<file path="src/rtl/e1_wb_tx_bdmgr_pkg.sv">
// Shared definitions for the E1 wishbone TX buffer-descriptor manager.
// Holds the register map indices, the CSR/IRQ bit positions and the
// framing mode encodings used by the top level and by the testbench.
package e1_wb_tx_bdmgr_pkg;

    // Register indices (bus_addr_lsb)
    localparam logic [1:0] REG_CSR = 2'd0;
    localparam logic [1:0] REG_BD  = 2'd1;
    localparam logic [1:0] REG_IRQ = 2'd2;
    localparam logic [1:0] REG_LVL = 2'd3;

    // CSR write/read bit positions
    localparam int CSR_EN       = 0;
    localparam int CSR_TSRC     = 3;
    localparam int CSR_ALARM    = 4;
    localparam int CSR_UF_CLR   = 12;
    localparam int CSR_OV_CLR   = 13;

    // IRQ enable bit positions
    localparam int IRQ_CQ_EN = 0;
    localparam int IRQ_UF_EN = 1;
    localparam int IRQ_LW_EN = 2;

    // Framing modes held in CSR[2:1]
    typedef enum logic [1:0] {
        MODE_RAW       = 2'd0,
        MODE_FRAMED    = 2'd1,
        MODE_CRC4      = 2'd2,
        MODE_CRC4_AUTO = 2'd3
    } mode_e;

endpackage

</file>
<file path="src/rtl/e1_wb_tx_bdmgr_bd_fifo.sv">
// e1_bd_fifo: small circular buffer used for the submit and completion
// BD queues.
// Ports:
//   clk, rst        clock, synchronous active-high reset
//   wr_en, wr_data  push strobe and data (caller must not push when full)
//   rd_en, rd_data  pop strobe (caller must not pop when empty), head data
//   full, empty     status flags
//   level           number of stored entries
module e1_bd_fifo #(
    parameter int DEPTH = 4,
    parameter int WIDTH = 8
) (
    input  logic                           clk,
    input  logic                           rst,
    input  logic                           wr_en,
    input  logic [WIDTH-1:0]               wr_data,
    input  logic                           rd_en,
    output logic [WIDTH-1:0]               rd_data,
    output logic                           full,
    output logic                           empty,
    output logic [$clog2(DEPTH+1)-1:0]     level
);
    localparam int LW = $clog2(DEPTH+1);
    localparam int PW = $clog2(DEPTH);

    logic [WIDTH-1:0] mem_q [DEPTH];
    logic [WIDTH-1:0] mem_d [DEPTH];
    logic [PW-1:0]    wr_ptr_q, wr_ptr_d;
    logic [PW-1:0]    rd_ptr_q, rd_ptr_d;
    logic [LW-1:0]    level_q, level_d;

    // DEPTH need not be a power of two, so pointers wrap explicitly.
    function automatic logic [PW-1:0] ptr_next(input logic [PW-1:0] p);
        return (p == PW'(DEPTH-1)) ? '0 : p + PW'(1);
    endfunction

    always_comb begin
        mem_d    = mem_q;
        wr_ptr_d = wr_ptr_q;
        rd_ptr_d = rd_ptr_q;
        if (wr_en) begin
            mem_d[wr_ptr_q] = wr_data;
            wr_ptr_d        = ptr_next(wr_ptr_q);
        end
        if (rd_en) begin
            rd_ptr_d = ptr_next(rd_ptr_q);
        end
        level_d = level_q + LW'(wr_en) - LW'(rd_en);
    end

    always_ff @(posedge clk) begin
        if (rst) begin
            for (int i = 0; i < DEPTH; i++) begin
                mem_q[i] <= '0;
            end
            wr_ptr_q <= '0;
            rd_ptr_q <= '0;
            level_q  <= '0;
        end else begin
            mem_q    <= mem_d;
            wr_ptr_q <= wr_ptr_d;
            rd_ptr_q <= rd_ptr_d;
            level_q  <= level_d;
        end
    end

    assign rd_data = mem_q[rd_ptr_q];
    assign full    = (level_q == LW'(DEPTH));
    assign empty   = (level_q == '0);
    assign level   = level_q;

endmodule

</file>
<file path="src/rtl/e1_wb_tx_bdmgr.sv">
// e1_wb_tx_bdmgr: TX buffer-descriptor and control manager for the E1
// wishbone core. Decodes four bus registers (CSR, BD, IRQ, levels), keeps
// a submit queue feeding the e1_tx core and a completion queue the host
// drains, and tracks underflow/overflow events.
// Ports:
//   clk, rst                  clock, synchronous active-high reset
//   bus_*                     register bus (select, index, data, strobes)
//   bd_mf, bd_crc_e, bd_valid head submit BD towards the core
//   bd_done, bd_miss          core consumed head BD / found no BD
//   crc_e_auto, crc_e_ack     RX-derived E bits and their acknowledge
//   ctrl_*                    core control outputs
//   irq                       interrupt request
// Handshake: bd_valid is high while the submit queue holds a BD; the core
// pulses bd_done for one cycle per consumed head BD, which pops the submit
// queue on that clock edge. A bd_done while bd_valid is low is ignored.
module e1_wb_tx_bdmgr
    import e1_wb_tx_bdmgr_pkg::*;
#(
    parameter int MFW   = 7,
    parameter int DEPTH = 4,
    parameter int CNTW  = 8
) (
    input  logic           clk,
    input  logic           rst,
    input  logic           bus_addr_sel,
    input  logic [1:0]     bus_addr_lsb,
    input  logic [15:0]    bus_wdata,
    output logic [15:0]    bus_rdata,
    input  logic           bus_we,
    input  logic           bus_clr,
    output logic [MFW-1:0] bd_mf,
    output logic [1:0]     bd_crc_e,
    output logic           bd_valid,
    input  logic           bd_done,
    input  logic           bd_miss,
    input  logic [1:0]     crc_e_auto,
    output logic           crc_e_ack,
    output logic           ctrl_rst,
    output logic           ctrl_time_src,
    output logic           ctrl_do_framing,
    output logic           ctrl_do_crc4,
    output logic           ctrl_alarm,
    output logic [1:0]     ctrl_loopback,
    output logic           irq
);
    localparam int LW = $clog2(DEPTH+1);

    logic [6:0]      csr_q, csr_d;
    logic            ctrl_rst_q, ctrl_rst_d;
    logic [2:0]      irq_en_q, irq_en_d;
    logic [3:0]      thr_q, thr_d;
    logic            uf_q, uf_d;
    logic            ov_q, ov_d;
    logic [CNTW-1:0] cnt_q, cnt_d;

    logic            wr_any, rd_any, wr_csr, wr_bd, wr_irq, rd_bd;
    logic            sq_push, sq_pop, cq_push, cq_pop, done_v;
    logic            sq_full, sq_empty, cq_full, cq_empty;
    logic [LW-1:0]   sq_level, cq_level;
    logic [MFW+1:0]  sq_head;
    logic [MFW-1:0]  cq_head;
    logic            low_water;
    mode_e           mode;
    logic            unused_bits;

    // Strobe decode; bus_clr kills every strobe of the cycle.
    assign wr_any = bus_addr_sel & bus_we & ~bus_clr;
    assign rd_any = bus_addr_sel & ~bus_we & ~bus_clr;
    assign wr_csr = wr_any & (bus_addr_lsb == REG_CSR);
    assign wr_bd  = wr_any & (bus_addr_lsb == REG_BD);
    assign wr_irq = wr_any & (bus_addr_lsb == REG_IRQ);
    assign rd_bd  = rd_any & (bus_addr_lsb == REG_BD);

    // Queue strobes are masked by the flags of the current state, so a
    // push into a full queue or a pop of an empty one never reaches a FIFO.
    assign done_v  = bd_done & ~sq_empty;
    assign sq_push = wr_bd & ~sq_full;
    assign sq_pop  = done_v;
    assign cq_push = done_v & ~cq_full;
    assign cq_pop  = rd_bd & ~cq_empty;

    e1_bd_fifo #(.DEPTH(DEPTH), .WIDTH(MFW+2)) u_sq (
        .clk     (clk),
        .rst     (rst),
        .wr_en   (sq_push),
        .wr_data ({bus_wdata[14:13], bus_wdata[MFW-1:0]}),
        .rd_en   (sq_pop),
        .rd_data (sq_head),
        .full    (sq_full),
        .empty   (sq_empty),
        .level   (sq_level)
    );

    e1_bd_fifo #(.DEPTH(DEPTH), .WIDTH(MFW)) u_cq (
        .clk     (clk),
        .rst     (rst),
        .wr_en   (cq_push),
        .wr_data (sq_head[MFW-1:0]),
        .rd_en   (cq_pop),
        .rd_data (cq_head),
        .full    (cq_full),
        .empty   (cq_empty),
        .level   (cq_level)
    );

    always_comb begin
        csr_d      = csr_q;
        irq_en_d   = irq_en_q;
        thr_d      = thr_q;
        ov_d       = ov_q;
        uf_d       = uf_q;
        cnt_d      = cnt_q;
        ctrl_rst_d = ~csr_q[CSR_EN];

        if (wr_csr) begin
            csr_d = bus_wdata[6:0];
        end
        if (wr_irq) begin
            irq_en_d = bus_wdata[2:0];
            thr_d    = bus_wdata[11:8];
        end

        // Clears are applied first so a coincident event overrides them.
        if (wr_csr && bus_wdata[CSR_OV_CLR]) begin
            ov_d = 1'b0;
        end
        if (done_v && cq_full) begin
            ov_d = 1'b1;
        end
        if (wr_csr && bus_wdata[CSR_UF_CLR]) begin
            uf_d  = 1'b0;
            cnt_d = '0;
        end
        if (bd_miss) begin
            uf_d = 1'b1;
            if (cnt_d != '1) begin
                cnt_d = cnt_d + CNTW'(1);
            end
        end
    end

    always_ff @(posedge clk) begin
        if (rst) begin
            csr_q      <= '0;
            ctrl_rst_q <= 1'b1;
            irq_en_q   <= '0;
            thr_q      <= '0;
            ov_q       <= 1'b0;
            uf_q       <= 1'b0;
            cnt_q      <= '0;
        end else begin
            csr_q      <= csr_d;
            ctrl_rst_q <= ctrl_rst_d;
            irq_en_q   <= irq_en_d;
            thr_q      <= thr_d;
            ov_q       <= ov_d;
            uf_q       <= uf_d;
            cnt_q      <= cnt_d;
        end
    end

    assign mode      = mode_e'(csr_q[2:1]);
    assign low_water = (4'(sq_level) <= thr_q);

    always_comb begin
        bus_rdata = '0;
        if (bus_addr_sel) begin
            case (bus_addr_lsb)
                REG_CSR: bus_rdata = {2'b00, ov_q, uf_q, cq_full, cq_empty,
                                      sq_full, sq_empty, 1'b0, csr_q};
                REG_BD: begin
                    bus_rdata[MFW-1:0] = cq_head;
                    bus_rdata[15]      = ~cq_empty;
                end
                REG_IRQ: bus_rdata = {~cq_empty, uf_q, low_water, 1'b0, thr_q,
                                      5'b00000, irq_en_q};
                default: bus_rdata = {8'(cnt_q), 4'(cq_level), 4'(sq_level)};
            endcase
        end
    end

    assign bd_mf           = sq_head[MFW-1:0];
    assign bd_crc_e        = (mode == MODE_CRC4_AUTO) ? crc_e_auto : sq_head[MFW+1:MFW];
    assign bd_valid        = ~sq_empty;
    assign crc_e_ack       = bd_done;
    assign ctrl_rst        = ctrl_rst_q;
    assign ctrl_time_src   = csr_q[CSR_TSRC];
    assign ctrl_alarm      = csr_q[CSR_ALARM];
    assign ctrl_loopback   = csr_q[6:5];
    assign ctrl_do_framing = (mode != MODE_RAW);
    assign ctrl_do_crc4    = mode[1];

    assign irq = (irq_en_q[IRQ_CQ_EN] & ~cq_empty) |
                 (irq_en_q[IRQ_UF_EN] & uf_q) |
                 (irq_en_q[IRQ_LW_EN] & low_water);

    // Write-data bits that no register field uses.
    assign unused_bits = ^{bus_wdata[15], bus_wdata[7]};

endmodule

</file>
<file path="config.mk">
export PLATFORM = sky130hd
export DESIGN_NAME = e1_wb_tx_bdmgr
export DESIGN_NICKNAME = d
export VERILOG_FILES = /design/src/rtl/e1_wb_tx_bdmgr_pkg.sv /design/src/rtl/e1_wb_tx_bdmgr_bd_fifo.sv /design/src/rtl/e1_wb_tx_bdmgr.sv
export SDC_FILE = /design/constraint.sdc
export NUM_CORES = 1
export LEC_CHECK = 0
export CAP_MARGIN = 20
export CORE_AREA = 2 2 98 100
export CTS_CLUSTER_DIAMETER = 60
export DETAILED_ROUTE_END_ITERATION = 16
export DIE_AREA = 0 0 100 102
export GPL_ROUTABILITY_DRIVEN = 0
export PLACE_DENSITY = 0.89
export SETUP_SLACK_MARGIN = 0.4
export SYNTH_ARGS = -nofsm -noshare
export SYNTH_HDL_FRONTEND = slang
export SYNTH_SLANG_ARGS = --single-unit
</file>
<file path="constraint.sdc">
create_clock -name clk -period 3.5 [get_ports clk]
set_clock_uncertainty 0.2 [all_clocks]
set_input_delay 0.35 -clock clk [delete_from_list [all_inputs] [get_ports clk]]
set_output_delay 0.35 -clock clk [all_outputs]
set_load 0.005 [all_outputs]
</file>
==> flow_summary.yaml, run 1 <==
timing:
  finalMaxSlewViolations: 0
  timing.hold.ws_ns: 0.264
  fin_crit_ns: 3.07
  finalWorstSetupSlack_ns: 0.434
  setup_viol_count_final: 0
  slew_headroom_pct: 43.7
  worst_pin_slew_ns: 0.844
  timing.final.hold_violations: 0
  max_freq_ghz: 0.326
  rsz0062_at_grt: "no"
  finalCritPeriodShare_pct: 87.6
  final.setup.tns_ns: 0
synthesis:
  yosysSeqAreaShare_pct: 40.9
  ys_ff_latch: 103
  ys_types: 51
  syn_area_sq_mm: 0.00504
  async_flop_share_pct: 0
  syn_avg_cell_area_sq_um: 8.84
  synthCells: 570
  ys.flop_type: "dfxtp_1"
  synth-edff-count: 0
  synth_warnings: 0
  syn-num-nets: 620
cts:
  clock-sinks: 103
  cts_max_path_buffers: 2
  htree_levels: 3
  tritoncts: "built"
  clockRootBuffer: "clkbuf_8"
  cts_buffers: 9
  ctsHoldBuffers: 0
  clk_latency_ns: 0.36
  path_clk_slew_ns: 0.10
detailed_routing:
  routed_via_density: 6.00
  drc: 0
  routed_wl_microns: 12500
  ant_nets: 0
  drt_iter0_drc: 405
  firstDrtPassIters: 5
  vias: 4338
  wire_per_inst_microns: 17.3
die:
  die_area_sq_mm: 0.0102
  rows: 35
  coreArea_sq_mm: 0.00911
  initial_utilization_pct: 55.3
  die_x_microns: 100
  die_h_microns: 102
  io_pins: 62
grt:
  grt_pass1_wl_microns: 20100
  grt_use_total_pct: 25.0
  grt_pass1_vias: 4176
  grt_antenna_before_repair: 0
  grt_max_degree: 55
  grt-ovfl-total: 0
power_and_ir_drop:
  internal_power_mw: 1.88
  pwr-share-comb_pct: 25.3
  pwr-share-seq_pct: 47.4
  p_switching_uw: 904
  sw_frac_of_total_pct: 32.5
  ir_worst_vdd_v: 0.000272
  power_mw: 2.78
  p_leak_nw: 2.36
  cellPowerDensity_mw_per_mm2: 477
  p_clk_share_pct: 27.3
cells_and_area:
  drive_gt1_share_pct: 9.31
  fin_nets: 657
  n_antenna_cell: 0
  area_growth_pct: 15.9
  fin_util_pct: 64.1
status:
  status: "finished clean"
worst_setup_path:
  crit_type: "flop to output port"
  end_kind: "output port"
  crit_fanout: 7
  reg2reg_depth: 8
  cp.required_ns: 2.95
  cp-start-kind: "flop"
  cp.arrival_ns: 2.52
flow_run:
  maxCapViolCount: 0
placed_design:
  dpl.hpwl_microns: 8970
  io_buffers: 58
  post-place-ws_ns: 0.139
min_path:
  whs_path_depth: 2
  hold_class: "flop to flop"
-- cell usage after synthesis, types with 3 or more instances --
library cell / n / area (sq um)
or3_1: 3 / 18.8
buf_4: 5 / 37.5
nor2b_1: 8 / 50.1
and2_1: 5 / 31.3
and4b_1: 3 / 30.0
nand3_1: 41 / 205
nand3_2: 4 / 40.0
nand2_1: 67 / 251
dfxtp_1: 103 / 2060
o21ai_0: 15 / 75.1
buf_6: 4 / 45.0
xnor2_1: 3 / 26.3
buf_2: 6 / 30.0
and3_1: 5 / 31.3
mux4_2: 10 / 225
mux2i_1: 43 / 430
ha_1: 21 / 263
a221oi_1: 8 / 70.1
nor3_1: 6 / 30.0
nor2_1: 58 / 218
mux2_2: 8 / 90.1
a31oi_1: 3 / 18.8
inv_1: 20 / 75.1
clkbuf_1: 25 / 93.8
a21oi_1: 64 / 320
-- metal layers --
metal | track usage (%) | vias to the layer above | wire (microns)
met2 | 43.1 | 202 | 6320
met1 | 32.2 | 2070 | 5090
li1 | - | 2045 | -
met3 | 3.97 | 21 | 931
met5 | 0 | - | 0
met4 | 8.43 | 0 | 199
-- cell families (layout without fill, tap and decap cells) --
| logic type | count (synthesis) | in the layout | synth area share (%) |
|---|---|---|---|
| adder cells (fa/ha/maj) | 23 | 23 | 6.01 |
| AO/OA/AOI/OAI | 106 | 106 | 12.3 |
| flip-flops | 103 | 103 | 40.9 |
| AND/OR/NAND/NOR | 210 | 210 | 19.5 |
| XOR/XNOR | 4 | 4 | 0.695 |
| buffers and inverters | 62 | 104 | 5.74 |
| other | 1 | 1 | 0.0744 |
| multiplexers | 61 | 61 | 14.8 |
-- area by class of cell --
type / instances / area, sq um
fillers: 705 / 3270
well taps: 111 / 139
clock inverters: 5 / 57.6
clock buffers: 11 / 141
multi-input cells: 405 / 2700
inverters: 21 / 78.8
flip-flops and latches: 103 / 2060
repair buffers: 67 / 656
-- final timing paths --
kind / from / end / slack, ns
worst max-delay path: u_sq.level[1] / bus_rdata[13] / 0.43
worst min-delay path: u_cq.mem_q[25] / u_cq.mem_q[25] / 0.26
worst max register to register: u_sq.level[2] / u_sq.level[2] / 0.91
worst min register to register: u_cq.mem_q[25] / u_cq.mem_q[25] / 0.26
-- what timing repair did --
| item | CTS | global route |
|---|---|---|
| gates resized for setup | 1 | 5 |
| pin swaps | 0 | 0 |
| endpoints found under the setup margin | 1 | 10 |
| buffers inserted | 0 | 1 |
-- through the flow --
step | std cells | cell area [sq um]
CTS | 722 | 5820
global placement | 706 | 5620
finish | 723 | 5840
global route | 723 | 5840
detailed placement | 706 | 5620
floorplan | 570 | 5040
-- worst max-delay path, stage by stage (launching register included) --
cell             delay (ns)
dfxtp_1                0.49
ha_1                   0.30
nor2b_1                0.13
o21a_1                 0.16
o21ai_0                0.33
o311a_1                0.23
clkdlybuf4s50_1        0.51
-- power groups by stage --
stage               sequential (mW)  combinational (mW)  clock [mW]
global placement               1.33               0.660           0
CTS                            1.32               0.698       0.760
floorplan                      1.30               0.483           0
global route                   1.33               0.780       0.803
detailed placement             1.34               0.693           0
finish                         1.32               0.705       0.760
-- flip-flops by register name (all words and copies together) (netlist names) --
signal and flops:
u_sq.mem_q 36, u_cq.mem_q 28, cnt_q 8, csr_q 7, thr_q 4, irq_en_q 3
u_cq.level 3, u_sq.level 3, u_cq.rd_ptr_q 2, u_cq.wr_ptr_q 2, u_sq.rd_ptr_q 2, u_sq.wr_ptr_q 2
ctrl_rst 1, ov_q 1, uf_q 1
-- cell usage in the layout (no fill, tap or decap), types with 10 or more instances in the layout --
cell type / count
clkdlybuf4s50_1: 57
a21oi_1: 64
o21ai_0: 15
nor2_1: 58
nand2_1: 67
mux2i_1: 43
ha_1: 18
clkbuf_8: 10
inv_1: 20
dfxtp_1: 102
mux4_2: 10
nand3_1: 41
No activity file was read; power rests on OpenSTA's default activity.
==> inputs of run 2 (changes only) <==
--- a/config.mk
+++ b/config.mk
@@ -6,12 +6,12 @@
 export NUM_CORES = 1
 export LEC_CHECK = 0
 export CAP_MARGIN = 20
-export CORE_AREA = 2 2 98 100
+export CORE_AREA = 2 2 123 125
 export CTS_CLUSTER_DIAMETER = 60
 export DETAILED_ROUTE_END_ITERATION = 16
-export DIE_AREA = 0 0 100 102
+export DIE_AREA = 0 0 125 127
 export GPL_ROUTABILITY_DRIVEN = 0
-export PLACE_DENSITY = 0.89
+export PLACE_DENSITY = 0.64
 export SETUP_SLACK_MARGIN = 0.4
 export SYNTH_ARGS = -nofsm -noshare
 export SYNTH_HDL_FRONTEND = slang
==> run 2 against run 1 <==
  * Critical path depth rose by 1
  * Highest routed layer unchanged
  * Cell count rose by 9.8%
  * Via count fell by 2.2%
  * Core utilization fell by 23 points
  * Flip-flop and latch count did not move
==> flow_summary.yaml, run 2 (synthesized netlist as in run 1, its figures left out) <==
worst_setup_path:
  cp-start-kind: "input port"
  cp.arrival_ns: 2.46
  crit_fanout: 6
  rr_endpoint: "u_sq.level[2]"
  crit_type: "input port to output port"
  cp.required_ns: 2.95
  reg2reg_depth: 8
  r2r_start: "u_sq.level[2]"
  end_kind: "output port"
  rrSetupSlack_ns: 0.90
placed_design:
  post_dp_cell_area_sq_mm: 0.00571
  io_buffers: 58
  dpl.hpwl_microns: 9400
detailed_routing:
  wire_per_inst_microns: 16.4
  ant_nets: 0
  firstDrtPassIters: 5
  drt_iter0_drc: 397
  vias: 4241
  routed_wl_microns: 13000
  drc: 0
  routed_via_density: 5.34
timing:
  setup_viol_count_final: 0
  finalMaxSlewViolations: 0
  slew_headroom_pct: 60.9
  max_freq_ghz: 0.332
  timing.final.hold_violations: 0
  rsz0062_at_grt: "yes"
  worst_pin_slew_ns: 0.586
  final.setup.tns_ns: 0
  finalCritPeriodShare_pct: 86.0
  fin_crit_ns: 3.01
cells_and_area:
  largest_reg_flops: 36
  fin_nets: 657
  area_growth_pct: 19.0
  fin_util_pct: 41.6
  final_cell_mix: "102 x dfxtp_1, 67 x nand2_1, 64 x a21oi_1"
  seq_area_sq_mm: 0.00206
  stdcell_area_sq_mm: 0.00599
  multi_input_area_sq_mm: 0.00270
  drive_gt1_share_pct: 8.69
  fill_cells: 1430
  largestRegisters: "u_sq.mem_q: 36 flops, u_cq.mem_q: 28 flops, cnt_q: 8 flops"
  n_antenna_cell: 0
  top_register: "u_sq.mem_q"
  final_common_cell: "dfxtp_1"
die:
  die_area_sq_mm: 0.0159
  io_pins: 62
  die_x_microns: 125
  die_h_microns: 127
  rows: 44
  initial_utilization_pct: 34.9
  coreArea_sq_mm: 0.0144
cts:
  post-cts-setup-buffers: 0
  ctsHoldBuffers: 0
  clk_latency_ns: 0.34
  tritoncts: "built"
  cts_max_path_buffers: 2
  clock-sinks: 103
  path_clk_slew_ns: 0.06
  htree_levels: 3
  clockRootBuffer: "clkbuf_16"
  cts_buffers: 9
status:
  status: "finished clean"
power_and_ir_drop:
  ir_worst_vdd_v: 0.000308
  power_mw: 2.95
  cellPowerDensity_mw_per_mm2: 492
  p_leak_nw: 2.39
grt:
  grt_pass1_vias: 3985
  grt_antenna_before_repair: 0
  grt-ovfl-total: 0
  grt_use_total_pct: 16.4
  grt_pass1_wl_microns: 21000
  grt_max_degree: 79
flow_run:
  maxCapViolCount: 0
min_path:
  hold_class: "input port to flop"
  min_delay_worst_endpoint: "u_cq.rd_ptr_q[1]"
  whs_path_depth: 2
  holdCritStartpoint: "rst"
==> run 2: how the worst max path moves through the flow <==
stage                     from             to  cells after the start
2_1_floorplan  bus_addr_lsb[1]  u_cq.level[2]                     13
3_3_place_gp   bus_addr_lsb[1]  u_cq.level[2]                     14
3_5_place_dp   bus_addr_lsb[1]  u_cq.level[2]                     14
4_1_cts        bus_addr_lsb[1]   bus_rdata[4]                      7
5_1_grt        bus_addr_lsb[1]   bus_rdata[4]                      8
6_report       bus_addr_lsb[1]   bus_rdata[4]                      7
==> run 2: layer usage <==
layer	up-vias	wire length, microns	global-route usage, %
li1	2044	-	-
met1	2046	5810	21.4
met2	137	6360	28.1
met3	14	726	3.52
met4	0	145	3.79
met5	-	0	0
==> run 2: stage by stage <==
| stage | hold slack [ns] | cells | setup WS, ns |
|---|---|---|---|
| final | 0.232 | 794 | 0.491 |
| after global routing | 0.236 | 794 | 0.331 |
| after CTS | 0.220 | 794 | 0.441 |
| after detailed placement | 0.222 | 780 | 0.285 |
| after global placement | 0.219 | 780 | 0.340 |
| after floorplan | 0.183 | 570 | 0.996 |
==> run 2: report_power, final <==
part	switching, mW	total (mW)	internal, mW
Clock	0.416	0.929	0.513
Combinational	0.421	0.724	0.303
Sequential	0.0719	1.30	1.22
Total	0.908	2.95	2.04
==> run 2: layout make-up <==
cell class	instances	area share, %
clock buffers	13	4.34
clock inverters	1	0.0835
inverters	21	1.31
multi-input cells	405	45.1
flip-flops and latches	103	34.4
well taps	184	3.84
repair buffers	67	10.9
==> run 2: repair_timing <==
item | in CTS | in global routing
gates resized for setup | 1 | 5
setup endpoints to repair | 1 | 8
cloned | 0 | 0
pin swaps | 0 | 0
==> run 2: critical path, cell delays in order <==
cell and delay, ns:
clkdlybuf4s50_1 0.53, inv_1 0.08, ha_1 0.24, nor2b_2 0.22
a221oi_1 0.40, a21oi_1 0.17, clkdlybuf4s50_1 0.47
==> inputs of run 3 (changes only) <==
--- a/config.mk
+++ b/config.mk
@@ -6,13 +6,14 @@
 export NUM_CORES = 1
 export LEC_CHECK = 0
 export CAP_MARGIN = 20
-export CORE_AREA = 2 2 123 125
+export CORE_AREA = 2 2 98 100
 export CTS_CLUSTER_DIAMETER = 60
 export DETAILED_ROUTE_END_ITERATION = 16
-export DIE_AREA = 0 0 125 127
+export DIE_AREA = 0 0 100 102
 export GPL_ROUTABILITY_DRIVEN = 0
-export PLACE_DENSITY = 0.64
+export PLACE_DENSITY = 0.89
 export SETUP_SLACK_MARGIN = 0.4
 export SYNTH_ARGS = -nofsm -noshare
 export SYNTH_HDL_FRONTEND = slang
 export SYNTH_SLANG_ARGS = --single-unit
+export TNS_END_PERCENT = 1
==> run 3 against run 2 <==
  * Core utilization grew 22 points
  * Hold slack gained 0.033 ns
  * Sequential share of layout area grew 1.0 points
  * Global-route usage grew 8.5 points
  * Worst setup slack lost 0.031 ns
  * Flip-flop and latch count is the same
  * Register-to-register slack is essentially flat
  * Power shrank 5.8%
  * Non-clock buffer count shrank 1
  * Via count grew 2.7%
  * Die area shrank 36%
  * Sequential power is essentially flat
==> flow_summary.yaml, run 3 (synthesized netlist as in run 1, its figures left out) <==
min_path:
  min_delay_worst_endpoint: "u_cq.mem_q[0]"
  hold_class: "flop to flop"
  whs_path_depth: 2
  holdCritStartpoint: "u_cq.mem_q[0]"
worst_setup_path:
  rrSetupSlack_ns: 0.90
  max_stage_delay_ns: 0.46
  end_kind: "flop"
  crit_type: "input port to flop"
  crit_fanout: 5
  cp-start-kind: "input port"
  rr_endpoint: "u_sq.level[2]"
  cp.arrival_ns: 3.09
  cp.required_ns: 3.55
  slowest_stage: "clkdlybuf4s50_1"
  reg2reg_depth: 8
  crit_path_cell_trace: "clkdlybuf4s50_1 > inv_1 > ha_1 > nor4bb_1 > nand2b_1 > inv_1 > ha_1 > inv_1 > ha_1 > inv_1 > fa_1 > xor2_1 > xnor2_1 > nor2_1"
  r2r_start: "u_sq.level[2]"
  cp_common_cell: "inv_1"
detailed_routing:
  drt_iter0_drc: 382
  routed_via_density: 6.03
  wire_per_inst_microns: 17.4
  ant_nets: 0
  vias: 4356
  firstDrtPassIters: 5
  routed_wl_microns: 12600
  drc: 0
cells_and_area:
  drive_gt1_share_pct: 8.51
  top_register: "u_sq.mem_q"
  final_common_cell: "dfxtp_1"
  n_antenna_cell: 0
  fin_nets: 656
  largestRegisters: "u_sq.mem_q: 36 flops, u_cq.mem_q: 28 flops, cnt_q: 8 flops"
  largest_reg_flops: 36
  final_cell_mix: "103 x dfxtp_1, 67 x nand2_1, 64 x a21oi_1"
  fill_cells: 709
  stdcell_area_sq_mm: 0.00582
  area_growth_pct: 15.5
grt:
  grt_antenna_before_repair: 0
  grt_pass1_vias: 4176
  grt_max_degree: 55
  grt-ovfl-total: 0
  grt_pass1_wl_microns: 20100
  grt_use_total_pct: 25.0
cts:
  clk_latency_ns: 0.36
  path_clk_slew_ns: 0.10
  clock-sinks: 103
  clockRootBuffer: "clkbuf_8"
  cts_buffers: 9
  tritoncts: "built"
  post-cts-setup-buffers: 0
  htree_levels: 3
  cts_max_path_buffers: 2
  ctsHoldBuffers: 0
die:
  io_pins: 62
  die_area_sq_mm: 0.0102
  die_x_microns: 100
  initial_utilization_pct: 55.3
  coreArea_sq_mm: 0.00911
  rows: 35
  die_h_microns: 102
timing:
  rsz0062_at_grt: "yes"
  slew_headroom_pct: 43.6
  fin_crit_ns: 3.04
  worst_pin_slew_ns: 0.846
  max_freq_ghz: 0.329
  final.setup.tns_ns: 0
  timing.final.hold_violations: 0
  finalMaxSlewViolations: 0
  finalCritPeriodShare_pct: 86.9
  setup_viol_count_final: 0
power_and_ir_drop:
  p_leak_nw: 2.35
  ir_worst_vdd_v: 0.000272
  cellPowerDensity_mw_per_mm2: 477
status:
  status: "finished clean"
placed_design:
  io_buffers: 58
  dpl.hpwl_microns: 8970
  post_dp_cell_area_sq_mm: 0.00562
flow_run:
  maxCapViolCount: 0
run 3: cell type report:
type | count | area [sq um] | area share [%]
multi-input combinational | 405 | 2690 | 46.3
sequential | 103 | 2060 | 35.4
timing repair buffer | 66 | 648 | 11.1
clock buffer | 11 | 141 | 2.43
tap | 111 | 139 | 2.39
inverter | 21 | 78.8 | 1.35
clock inverter | 5 | 57.6 | 0.989
run 3: worst max path at each step:
| stage | depth (start not counted) | slack, ns | start | to |
|---|---|---|---|---|
| after floorplan | 13 | 1.0 | bus_addr_lsb[1] | u_cq.level[2] |
| after global placement | 14 | 0.37 | bus_addr_lsb[1] | u_cq.level[2] |
| after detailed placement | 14 | 0.14 | bus_addr_lsb[1] | u_cq.level[2] |
| after CTS | 8 | 0.44 | bus_addr_lsb[0] | bus_rdata[13] |
| after global routing | 14 | 0.29 | bus_addr_lsb[1] | u_cq.level[2] |
| final | 14 | 0.46 | bus_addr_lsb[1] | u_cq.level[2] |
run 3: timing repair:
item	4_1_cts	5_1_grt
gates cloned	0	0
gates resized for setup	1	1
setup endpoints to repair	1	10
hold endpoints to repair	0	0
run 3: metrics by stage:
step | cells | power (mW) | hold WS (ns) | setup WS (ns) | utilization [%]
floorplan | 570 | 1.78 | 0.183 | 0.996 | -
global placement | 706 | 1.99 | 0.219 | 0.370 | 61.6
detailed placement | 706 | 2.04 | 0.244 | 0.139 | 61.6
CTS | 722 | 2.77 | 0.262 | 0.437 | 63.9
global route | 722 | 2.91 | 0.282 | 0.290 | 63.9
finish | 722 | 2.78 | 0.265 | 0.460 | 63.9
run 3: critical path: cells and delay by family:
kind / cells / cell delay, ns
simple gates: 3 / 0.62
fa+ha+maj: 4 / 0.99
buf+inv: 5 / 0.80
xor+xnor: 2 / 0.33
run 3: routing by layer:
| layer | vias up | share of wire, % | track usage (%) |
|---|---|---|---|
| met4 | 0 | 1.7 | 8.43 |
| li1 | 2041 | - | - |
| met3 | 18 | 7.3 | 3.97 |
| met5 | - | 0 | 0 |
| met2 | 219 | 50 | 43.1 |
| met1 | 2078 | 41 | 32.2 |
run 3: power by group:
group          total (mW)  switching [mW]  internal, mW
combinational       0.701           0.398         0.302
sequential           1.32          0.0943          1.22
clock               0.758           0.407         0.351
